==> src/rtl/serial_adder_if.sv <==
// Operand and result handshake bundle for the bit-serial adder.
// The producer/consumer side uses the master modport, the adder uses slave.
interface serial_adder_if #(
    parameter int WIDTH = 8
);
    logic             in_valid;
    logic             in_ready;
    logic [WIDTH-1:0] a;
    logic [WIDTH-1:0] b;
    logic             out_valid;
    logic             out_ready;
    logic [WIDTH-1:0] sum;
    logic             carry_out;

    modport master (
        output in_valid, a, b, out_ready,
        input  in_ready, out_valid, sum, carry_out
    );

    modport slave (
        input  in_valid, a, b, out_ready,
        output in_ready, out_valid, sum, carry_out
    );
endinterface

==> src/rtl/serial_adder.sv <==
// Bit-serial ripple adder: one full-adder cell plus a carry flip-flop adds two
// WIDTH-bit unsigned operands LSB-first, one bit per clock. One operation is
// in flight at a time; the result is held until the consumer takes it.
module serial_adder #(
    parameter int WIDTH = 8
) (
    input  logic           clk,
    input  logic           rst_n,
    serial_adder_if.slave  bus
);
    localparam int CNT_W = $clog2(WIDTH);
    localparam logic [CNT_W-1:0] CNT_LAST = CNT_W'(WIDTH - 1);

    typedef enum logic [1:0] {
        IDLE = 2'd0,
        RUN  = 2'd1,
        HOLD = 2'd2
    } state_t;

    state_t           state;
    logic [WIDTH-1:0] a_sh;
    logic [WIDTH-1:0] b_sh;
    // Holds the WIDTH-1 sum bits produced so far; the bit from the current
    // cycle joins them combinationally to form the complete word.
    logic [WIDTH-2:0] s_sh;
    logic             carry;
    logic [CNT_W-1:0] cnt;
    logic             out_valid_q;
    logic [WIDTH-1:0] sum_q;
    logic             carry_out_q;

    logic             bit_s;
    logic             carry_next;
    logic [WIDTH-1:0] assembled;

    // Full-adder cell on the current LSBs plus the sum word as it would look after this bit.
    // NOTE: combinational logic uses blocking '=' and assigns every output on every path, so no latch is inferred.
    always_comb begin
        bit_s      = a_sh[0] ^ b_sh[0] ^ carry;
        carry_next = (a_sh[0] & b_sh[0]) | (a_sh[0] & carry) | (b_sh[0] & carry);
        assembled  = {bit_s, s_sh};
    end

    // Control FSM and datapath registers: accept in IDLE, one bit per cycle in RUN, present result in HOLD.
    // NOTE: sequential state uses non-blocking '<='; every register, including the shift registers, is cleared by the async reset so an aborted operation leaves nothing behind.
    always_ff @(posedge clk or negedge rst_n) begin
        if (!rst_n) begin
            state       <= IDLE;
            a_sh        <= '0;
            b_sh        <= '0;
            s_sh        <= '0;
            carry       <= 1'b0;
            cnt         <= '0;
            out_valid_q <= 1'b0;
            sum_q       <= '0;
            carry_out_q <= 1'b0;
        end else begin
            case (state)
                IDLE: begin
                    if (bus.in_valid) begin
                        a_sh  <= bus.a;
                        b_sh  <= bus.b;
                        carry <= 1'b0;
                        cnt   <= '0;
                        state <= RUN;
                    end
                end
                RUN: begin
                    carry <= carry_next;
                    a_sh  <= a_sh >> 1;
                    b_sh  <= b_sh >> 1;
                    s_sh  <= assembled[WIDTH-1:1];
                    if (cnt == CNT_LAST) begin
                        // cnt is left at its last value so it never wraps.
                        sum_q       <= assembled;
                        carry_out_q <= carry_next;
                        out_valid_q <= 1'b1;
                        state       <= HOLD;
                    end else begin
                        cnt <= cnt + 1'b1;
                    end
                end
                HOLD: begin
                    if (bus.out_ready) begin
                        out_valid_q <= 1'b0;
                        state       <= IDLE;
                    end
                end
                default: begin
                    state <= IDLE;
                end
            endcase
        end
    end

    assign bus.in_ready  = (state == IDLE);
    assign bus.out_valid = out_valid_q;
    assign bus.sum       = sum_q;
    assign bus.carry_out = carry_out_q;
endmodule

==> src/flat_wrapper.sv <==
// flat-port wrapper written by rule: the top's interface ports become plain ports
module serial_adder_flat 
#(
    parameter int WIDTH = 8
)
  (clk, rst_n, bus_in_valid, bus_a, bus_b, bus_out_ready, bus_in_ready, bus_out_valid, bus_sum, bus_carry_out);
  serial_adder_if #(.WIDTH(WIDTH)) bus_i ();
  input  logic clk;
  input  logic rst_n;
  input wire logic [$bits(bus_i.in_valid)-1:0] bus_in_valid;
  input wire logic [$bits(bus_i.a)-1:0] bus_a;
  input wire logic [$bits(bus_i.b)-1:0] bus_b;
  input wire logic [$bits(bus_i.out_ready)-1:0] bus_out_ready;
  output wire logic [$bits(bus_i.in_ready)-1:0] bus_in_ready;
  output wire logic [$bits(bus_i.out_valid)-1:0] bus_out_valid;
  output wire logic [$bits(bus_i.sum)-1:0] bus_sum;
  output wire logic [$bits(bus_i.carry_out)-1:0] bus_carry_out;
  assign bus_i.in_valid = bus_in_valid;
  assign bus_i.a = bus_a;
  assign bus_i.b = bus_b;
  assign bus_i.out_ready = bus_out_ready;
  assign bus_in_ready = bus_i.in_ready;
  assign bus_out_valid = bus_i.out_valid;
  assign bus_sum = bus_i.sum;
  assign bus_carry_out = bus_i.carry_out;
  serial_adder #(.WIDTH(WIDTH)) u_core (.clk(clk), .rst_n(rst_n), .bus(bus_i));
endmodule
==> config.mk <==
export PLATFORM = sky130hd
export DESIGN_NAME = serial_adder_flat
export DESIGN_NICKNAME = d
export VERILOG_FILES = /design/src/rtl/serial_adder_if.sv /design/src/rtl/serial_adder.sv /design/src/flat_wrapper.sv
export SDC_FILE = /design/constraint.sdc
export NUM_CORES = 1
export LEC_CHECK = 0
export BUFFER_PORTS_ARGS = -buffer_cell sky130_fd_sc_hd__buf_4
export CORE_ASPECT_RATIO = 1.4
export CORE_MARGIN = 10
export CORE_UTILIZATION = 59
export DETAILED_ROUTE_END_ITERATION = 8
export PLACE_DENSITY = 0.86
export SYNTH_ARGS = -nofsm -noshare
export SYNTH_HDL_FRONTEND = slang
export SYNTH_SLANG_ARGS = --single-unit
==> constraint.sdc <==
create_clock -name clk -period 2.1 [get_ports clk]
set_input_delay 0.315 -clock clk [delete_from_list [all_inputs] [get_ports clk]]
set_output_delay 0.315 -clock clk [all_outputs]
set_load 0.03 [all_outputs]
After elaboration in Yosys (flattened, before gate mapping). Cells that the tools add are included.

Register bits: 39. Logic and storage cells: 48.

Reductions and logical operators: 8. Add/subtract/negate cells: 1. Mux-type cells: 16. Eq/ne operators: 7. Bitwise operators: 7.

Operator list (count): 8-bit one-hot mux with 2 select lines (2); 8-bit two-way mux (2); 3-bit AND reduction (3); 2-bit two-way mux (3); 3-bit two-way mux (2); 2-bit != test (second input constant) (3); 2-bit one-hot mux with 3 select lines (1); 3-bit one-hot mux with 2 select lines (1); 1-bit one-hot mux with 2 select lines (2); 2-bit AND reduction (2); 2-bit nonzero test (2); 3-bit by 1-bit adder with 3-bit output (second input constant) (1); 1-bit bitwise AND (3); 3-bit == test (second input constant) (1); 1-bit two-way mux (3); 2-bit by 1-bit == test with 1-bit output (second input constant) (1); 2-bit == test (second input constant) (1); 2-bit logical NOT (1); 2-bit by 1-bit != test with 1-bit output (second input constant) (1); 1-bit OR (2); 1-bit XOR (2).

Depth between registers and ports, before layout. Gate-level depths: netlist (run 1).

Word-level depth: 4. Depth in mapped cells: 5. Mapped depth without buffers: 5.

Worst setup path before layout (run 1). No wires, ideal clock.

Path kind: register to register. Start: register u_core.cnt[0]. End: register u_core.sum_q[7] (netlist: u_core.bus.sum[7]). Data arrival time: 1.307 ns. Path buffers: 0. Setup time: 0.125 ns. Clock period less this slack: 1.432 ns. Cell stages (with the launch flop): 5. Path slack: 0.668 ns. Cell sequence: dfrtp_1 -> ha_1 -> ha_1 -> nand2_4 -> mux2_4.

Longest elaborated chain between the ends: 2.

RTL lines: start, declared (line serial_adder.sv:27) `logic [CNT_W-1:0] cnt;`; start signal, assigned (line serial_adder.sv:80) `cnt <= cnt + 1'b1;`; 3-bit == test (line serial_adder.sv:73) `if (cnt == CNT_LAST) begin`; 2-bit AND reduction (no source line); end signal, assigned (line serial_adder.sv:75) `sum_q <= assembled;`; end, declared (line serial_adder.sv:29) `logic [WIDTH-1:0] sum_q;`.

Every way passes these cells. A chain may end at the register's enable or synchronous reset.

Final worst setup path (run 1).
Start: register u_core.state[0]. End: output bus_in_ready.

Longest elaborated chain between the ends: 1.

RTL lines: start, declared (line serial_adder.sv:20) `state_t state;`; start signal, assigned (line serial_adder.sv:48) `state <= IDLE;`; start signal, assigned (line serial_adder.sv:65) `state <= RUN;`; start signal, assigned (line serial_adder.sv:78) `state <= HOLD;`; 2-bit logical NOT (line serial_adder.sv:96) `assign bus.in_ready = (state == IDLE);`; end, declared (line flat_wrapper.sv:14) `output wire logic [$bits(bus_i.in_ready)-1:0] bus_in_ready;`.

Every way passes these cells.

==> results of run 1 <==
-- through the flow --
stage               instance area, um^2  setup slack, ns
finish                             2100            0.410
global route                       2100            0.356
CTS                                2100            0.406
detailed placement                 2010            0.470
global placement                   2010            0.555
floorplan                          1760            0.668
-- final cells by class --
class | count | area share [%]
flip-flops and latches | 39 | 46.4
multi-input cells | 89 | 35.1
repair buffers | 33 | 11.9
clock buffers | 6 | 3.45
well taps | 37 | 2.20
clock inverters | 2 | 0.595
inverters | 2 | 0.357
-- flip-flops by register name, indices dropped and copies added, names as in the netlist --
signal	cells
u_core.bus.sum	8
u_core.b_sh	8
u_core.a_sh	8
u_core.state	2
u_core.cnt	3
u_core.bus.out_valid	1
u_core.s_sh	7
u_core.bus.carry_out	1
u_core.carry	1
-- cells in the final DEF, fill, tap and decap left out --
cell type      Yosys  routed
o31ai_1            1       1
mux2_2             3       3
nor2_1             4       4
clkinvlp_4         0       1
a22o_1             6       6
nor2b_1            2       2
o21ai_0            5       5
nand2_4            1       1
clkbuf_8           0       5
ha_1               3       3
a2bb2oi_1          7       7
a21oi_1            4       4
and2b_4            1       1
fa_1               1       1
nor2_2             2       2
o221a_2            3       3
nand3_1            8       8
nor3_1             1       1
o22ai_1            7       7
nand3b_1           2       2
dfrtp_1           39      39
clkinv_2           0       1
nand2b_1           2       2
clkbuf_1           1       1
buf_4              1      32
dlygate4sd3_1      0       1
a22oi_1            4       4
inv_1              2       2
nand2_1            8       8
mux2_4            14      14
-- worst max path at each step --
stage / startpoint / endpoint / slack [ns]
6_report: u_core.state[0] / bus_in_ready / 0.41
2_1_floorplan: u_core.cnt[0] / u_core.bus.sum[7] / 0.67
3_3_place_gp: u_core.state[1] / u_core.bus.sum[6] / 0.56
5_1_grt: u_core.state[0] / bus_in_ready / 0.36
4_1_cts: u_core.state[0] / bus_in_ready / 0.41
3_5_place_dp: u_core.state[1] / u_core.bus.sum[6] / 0.47
-- kinds of logic after synthesis --
family                   count (synthesis)  synth area share [%]
AO/OA/AOI/OAI                           37                  15.6
buffers and inverters                    8                  2.56
multiplexers                            17                  13.9
flip-flops                              39                  55.4
AND/OR/NAND/NOR                         31                  9.31
adder cells (fa/ha/maj)                  4                  3.27
-- where the power goes --
part | internal, mW | switching [mW]
registers | 1.11 | 0.284
logic | 0.823 | 0.712
clock network | 0.232 | 0.251
total | 2.16 | 1.25
-- repair_timing --
| action | CTS | global route |
|---|---|---|
| hold buffers | 1 | 0 |
| resized for setup | 0 | 0 |
| endpoints found under the hold margin | 7 | 0 |
-- critical path, stage by stage (launching register included) --
cell	delay, ns
dfrtp_1	0.47
buf_4	0.21
nor2_1	0.20
buf_4	0.21
-- metal layers --
layer	wire length [um]	share of wire, %
met3	243	6.4
met5	0	0
met2	1960	51
met1	1540	40
met4	76	2.0
==> results, run 1 <==
- The overall power after layout is 3.41 mW.
- The critical register-to-register path startpoint is u_core.state[1].
- The floorplan die height is 84.6 um.
- The longest clock path from root to sink contains 2 buffers.
- The post-detailed-route via-to-cell ratio is ~5.9.
- Summed over its instances, the top area cell type makes up 55.4% of the synthesized netlist area.
- The number of hold-slack violations in the final timing report came to 0.
- The violation count after the first detailed-route iteration is 67.
- In the routed design, unresolved DRC markers number 0.
- The number of pins with negative max-slew slack in the final report is 0.
- Row generation in the floorplan step produced 23 rows.
- The critical path launch point type is a flip-flop.
- After detailed placement, the design holds a cell count of slightly below 200.
- After clock tree synthesis, the setup repair step added 0 buffers.
- The fill cell instance count of the final layout is 212.
- The final setup violation count is 0.
- The worst setup path is of the flip-flop to output pin kind.
- Setup repair after global routing left no endpoint under its margin.
- The type of element capturing the critical path is an output pin.
- The clock latency reported for the late side of the worst-skew pair is 0.29 ns.
- The total standard cell area after synthesis is 1760 um^2.
- Global routing used 15.2% of the available tracks.
- The final hold slack is 0.204 ns.
- The hold-critical path endpoint is u_core.state[1].
- Headroom to the max-slew limit came out at about three fifths.
- The number of buffers created by CTS is 5.
- The number of global-route vias before repair was 1430.
- Synthesis produced a netlist whose cell count is 136.
- The dominant register cell in the synthesized netlist is dfrtp_1.
- The global-route wire length before repair is 6620 um.
- The async set-or-reset flop fraction in the synthesized netlist is 100%.
- The fraction of met2 tracks used by global routing is around a quarter.
- The critical path data required time is 1.78 ns.
- For flop-to-flop paths, the worst setup slack is 0.46 ns.
- The fraction of the cycle the final worst path needs is between 80% and 90%.
- The clock tree from TritonCTS is done.
- The synthesized design contains 39 register bits.
- The layer with the highest usage is met2.
- The area growth from synthesis to layout is 19.5%.
- The wire-length estimate of the detail-placed layout is 2800 um.
- The clock edge transition at the registers on the reported setup and hold paths is 0.07 ns.
- In the final layout, the share of cells above drive strength 1 is 36.8%.
- Yosys mapped a number of flops with a built-in enable equal to 0.
- Of all nets on the critical path, the largest fanout is 11.
- The total of buffers placed on input and output ports is 30.
- Once the floorplan was initialized, standard cells occupied around three fifths of the core.
- The endpoint arrival time on the critical path is 1.38 ns.
- Entering global routing, the biggest net connects 40 pins.
- The count of cells along the worst register-to-register path is 3.
- The clock tree synthesis step divided the H-tree into 2 levels.
- The worst hold path begins at bus_out_ready.
- The path class of the tightest hold or removal check is input pin to flip-flop.
- After synthesis, the cell types taking the most area are dfrtp_1, mux2_4, a2bb2oi_1.
- The run finished with clean final reports.
- The count of placed standard cells in the final layout, fillers left out is 208.
- The share of synthesized area occupied by flip-flops and latches is 55.4%.
- The terminus of the critical flop-to-flop path is u_core.bus.sum[1].
- The global-route met1 utilization is 16.2%.
- The area of the multi-input gates is approximately 740 um^2.
- The dominant cell type by area after synthesis is dfrtp_1.
- The end-of-flow core utilization is about 73%.
- The flip-flop and latch area is 976 um^2.
- The average instance area after synthesis is 12.9 um^2.
- The repair_antennas step left the layout with diodes totalling 0.
- Subtracting the final worst setup slack from the clock period gives 1.69 ns.
- The synthesized netlist contains 28 unique library cells.
- Counting every net in the synthesized netlist gives 160.
- The overall routed net length is 3820 um.
- Setup total negative slack on the finished layout was measured at 0 ns.
- The largest clock skew in the final design is 0.00556 ns.
- For this run, the post-layout net count is 194.
- The most frequently used cell type in the post-synthesis netlist is dfrtp_1.
- The worst-case IR drop observed on VDD is 921 uV.
- Routability-driven placement finished with a final weighted congestion of 0.824.
- Ranked by instance count, the synthesized netlist is headed by dfrtp_1, mux2_4, nand2_1, nand3_1.
- The initial antenna violation count is 0.
- The number of iterations in the first detailed-routing pass is 4.
- The total number of vias is between 1000 and 1500.
- Derived from the worst setup path, the maximum achievable clock frequency is approximately 600 MHz.
- During synthesis, Yosys emitted a total of 0 warnings.
- Summed over all layers, the global routing overflow is 0.
- In this run the remaining antenna-violating nets after routing total 0.
- The leakage power is 1.02 nW.
- The worst hold path was traced through 2 stages.
- Counting every sink on the clock net gives 39.
- In the final routed layout, each cell accounts on average for roughly 18 um.
- The max-cap check violation count is 0.
- The met3 routing resource usage after global routing is around 7%.
- The power per cell area is 1620 nW/um^2.
- The area of the core is about 2900 um^2.
- The number of ports placed on the die boundary is 31.
- The actual transition at the worst max-transition pin is between 0.5 and 0.6 ns.
- The die outline area is 5600 um^2.
- In this run the horizontal extent of the chip is 66.2 um.
- The clock root buffer is clkbuf_8.
Note: power is estimated with default switching activity, not from simulation.
==> run 2, diff against run 1 <==
Settings changed: CORE_UTILIZATION 59 to 49, PLACE_DENSITY 0.86 to 0.76.
Clock period 2.1 ns to 1.44 ns, I/O delays scaled along.
==> run 2 against run 1 <==
Against the previous run:
- design area up 6.2%
- final cell count up 4.8%
- hold slack worse by 0.085 ns
- sequential power up 42%
- register-to-register slack worse by 0.41 ns
- clock power up 94%
- flip-flop and latch count unchanged
- sequential share of layout area down 2.7 points
==> results, run 2 (synthesized netlist as in run 1, its figures left out) <==
- The run finished with clean final reports.
- The leakage power was 1.08 nW (+5.8%).
- The die width came to 70.7 um (+6.8%).
- The maximum clock path buffer count came to 2 (unchanged).
- The total of buffers placed on input and output ports came to 30 (unchanged).
- The type of element capturing the critical path is a flip-flop.
- The count of placed standard cells in the final layout, fillers left out is 218 (+4.8%).
- The net switching power of the design was 1.85 mW (+49%).
- The actual transition at the worst max-transition pin is 0.485 ns (-0.0875 ns).
- The type of the worst setup path is flip-flop to flip-flop.
- The number of nets still failing antenna checks after routing is 0 (unchanged).
- The end-of-flow core utilization is 65.5% (-7.6 points).
- The power per cell area is 2410 nW/um^2 (+49%).
- The number of buffers created by CTS came to 5 (unchanged).
- The die outline area is 6420 um^2 (+15%).
- The portion of total power attributed to combinational logic is 45.8% (+0.8 points).
- The number of core rows came to 25 (+8.7%).
- The global-route wire length before repair is 6160 um (-7.0%).
- The shortest period the worst path allows is roughly 1.4 ns.
- Traced cell by cell, the critical path runs through ha_2 -> ha_4 -> nand2_4 -> mux2_4.
- The tree is rooted in a clkbuf_8.
- The number of global-route vias before repair is 1387 (-3.0%).
- The power share of the sequential group was 36.8% (-4.1 points).
- The overall routed net length is 3770 um (-1.3%).
- The critical path ends at u_core.bus.sum[1].
- The clock latency reported for the late side of the worst-skew pair was 0.29 ns (about the same).
- The count of placed standard cells including taps is 209 (+5.0%).
- The headroom to the max-slew limit is 67.7% (+6.2 points).
- The area of the core is 3410 um^2 (+18%).
- The highest clock frequency the design can meet is 718 MHz.
- The starting density of the core is 51.6% (-9.5 points).
- The fraction of final layout cells with drive strength greater than 1 is 42.1% (+5.3 points).
- The internal power consumption came to 3.53 mW (+63%).
- In this run the worst setup path begins at u_core.cnt[0].
- The final setup violation count is 0 (unchanged).
- The initial antenna violation count is 0 (unchanged).
- The clock edge transition at the registers on the reported setup and hold paths is 0.08 ns (about the same).
- The global-route total usage across every layer is 11.5% (-3.7 points).
- The fraction of power spent switching nets is 34.4% (-2.1 points).
- The violation count after the first detailed-route iteration came to 60 (-10%).
- Of the available clock period, the critical path in the final layout requires 96.7%.
- The library cells used most frequently in the layout, excluding fill and tap cells, are dfrtp_1, buf_4, mux2_4.
- The total clock sinks is 39 (unchanged).
- The diode insertion count for antenna repair is 0 (unchanged).
- The total number of vias is 1255 (+2.1%).
- The number of pins with negative max-slew slack in the final report is 0 (unchanged).
- The area of the multi-input gates came to 764 um^2 (+3.4%).
- The total number of H-tree levels came to 2 (unchanged).
- The worst vdd rail ir drop came to 1270 uV (+38%).
- The largest clock skew in the final design was 0.00683 ns (+0.00127 ns).
- The global placement routability congestion is 0.781 (-5.2%).
- The clock tree from TritonCTS is done.
- The largest stage delay on the critical path is 0.39 ns (-0.08 ns).
- The setup TNS was 0 ns (unchanged).
- The area growth from synthesis to layout is 26.9%.
- The maximum fanout encountered on the critical timing path is 10 (-1).
- The terminus of the critical flop-to-flop path is u_core.bus.sum[1].
- The part of the total power dissipated in the clock network was 17.4% (+3.2 points).
- The number of nets in the layout came to 201 (+3.6%).
- The post-DP HPWL is 2810 um (+0.17%).
- The fill cell instance count of the final layout was 263 (+24%).
- The post-detailed-route via-to-cell ratio is 5.76 (-2.6%).
- The flip-flop and latch area is 976 um^2 (unchanged).
- The remaining global-route overflow is 0 (unchanged).
- The remaining design rule violation count is 0 (unchanged).
- The buffer count from post-CTS setup fixing is 0 (unchanged).
- The highest-delay cell along the critical path is dfrtp_1.
- The library cell used most frequently in the layout, excluding fill and tap cells, is dfrtp_1.
- The number of ports placed on the die boundary is 31 (unchanged).
- The max-cap check violation count came to 0 (unchanged).
- The number of iterations in the first detailed-routing pass is 4 (unchanged).
- In this run the most critical hold path is launched from bus_out_ready.
- The count of cells along the worst register-to-register path is 4 (+1).
- The number of hold-slack violations in the final timing report is 0 (unchanged).
- In this run the critical register-to-register path is launched from u_core.cnt[0].
- The floorplan die height is 90.9 um (+7.4%).
- The critical path data required time was 1.62 ns (-0.16 ns).
- The worst hold path belongs to the class input pin to flip-flop.
- The final routed wire length divided by cell count came to 17.3 um (-5.8%).
- The maximum number of pins on one net before global-route repair is 40 (unchanged).
- The flop-to-flop setup slack came to 0.05 ns (-0.41 ns).
- Setup repair after global routing left no endpoint under its margin.
- The endpoint arrival time on the critical path is 1.57 ns (+0.19 ns).
- The worst setup path is launched from a flip-flop.
## run 2: worst min path at each step
stage,slack [ns],endpoint,cells past startpoint
detailed placement,0.21,u_core.cnt[2],1
global route,0.11,u_core.state[1],2
global placement,0.20,u_core.cnt[2],1
floorplan,-0.08,u_core.a_sh[0],0
finish,0.12,u_core.state[1],2
CTS,0.11,u_core.state[1],2
## run 2: stage by stage
stage	hold slack, ns	worst slack (ns)	power [mW]	instance area, um^2
CTS	0.107	0.00164	5.41	2220
global placement	0.204	-0.0129	4.31	2080
floorplan	-0.0796	0.00764	3.66	1760
detailed placement	0.213	-0.101	4.44	2080
global route	0.114	0.00630	5.72	2230
finish	0.119	0.0479	5.39	2230
## run 2: power groups by stage
stage          clock, mW  sequential, mW  combinational (mW)
6_report           0.937            1.98                2.47
5_1_grt            0.996            2.05                2.68
4_1_cts            0.956            1.98                2.47
3_5_place_dp           0            2.00                2.44
3_3_place_gp           0            1.96                2.35
2_1_floorplan          0            2.14                1.52
## run 2: final cells by class
type                       instances  area share, %
tap                               40           2.24
sequential                        39           43.7
inverter                           2          0.336
clock buffer                       6           3.70
clock inverter                     2           1.57
multi-input combinational         89           34.2
timing repair buffer              40           14.3
## run 2: metal layers
layer / vias to the layer above / global-route usage [%] / part of all wire, %
met4: 0 / 4.53 / 1.7
met5: - / 0 / 0
met2: 45 / 19.7 / 51
li1: 586 / - / -
met3: 8 / 4.40 / 6.9
met1: 616 / 12.3 / 40
## run 2: critical path: cells and delay by family (launching register included)
family                     cells  cell delay (ns)
and+or+nand+nor                1             0.16
muxes                          1             0.32
adders and majority gates      2             0.41
DFF                            1             0.39
## run 2: timing repair
item | 4_1_cts | 5_1_grt
hold buffers | 1 | 0
hold endpoints to repair | 39 | 0
setup endpoints to repair | 13 | 13
resized for setup | 3 | 4
pin swaps | 0 | 0
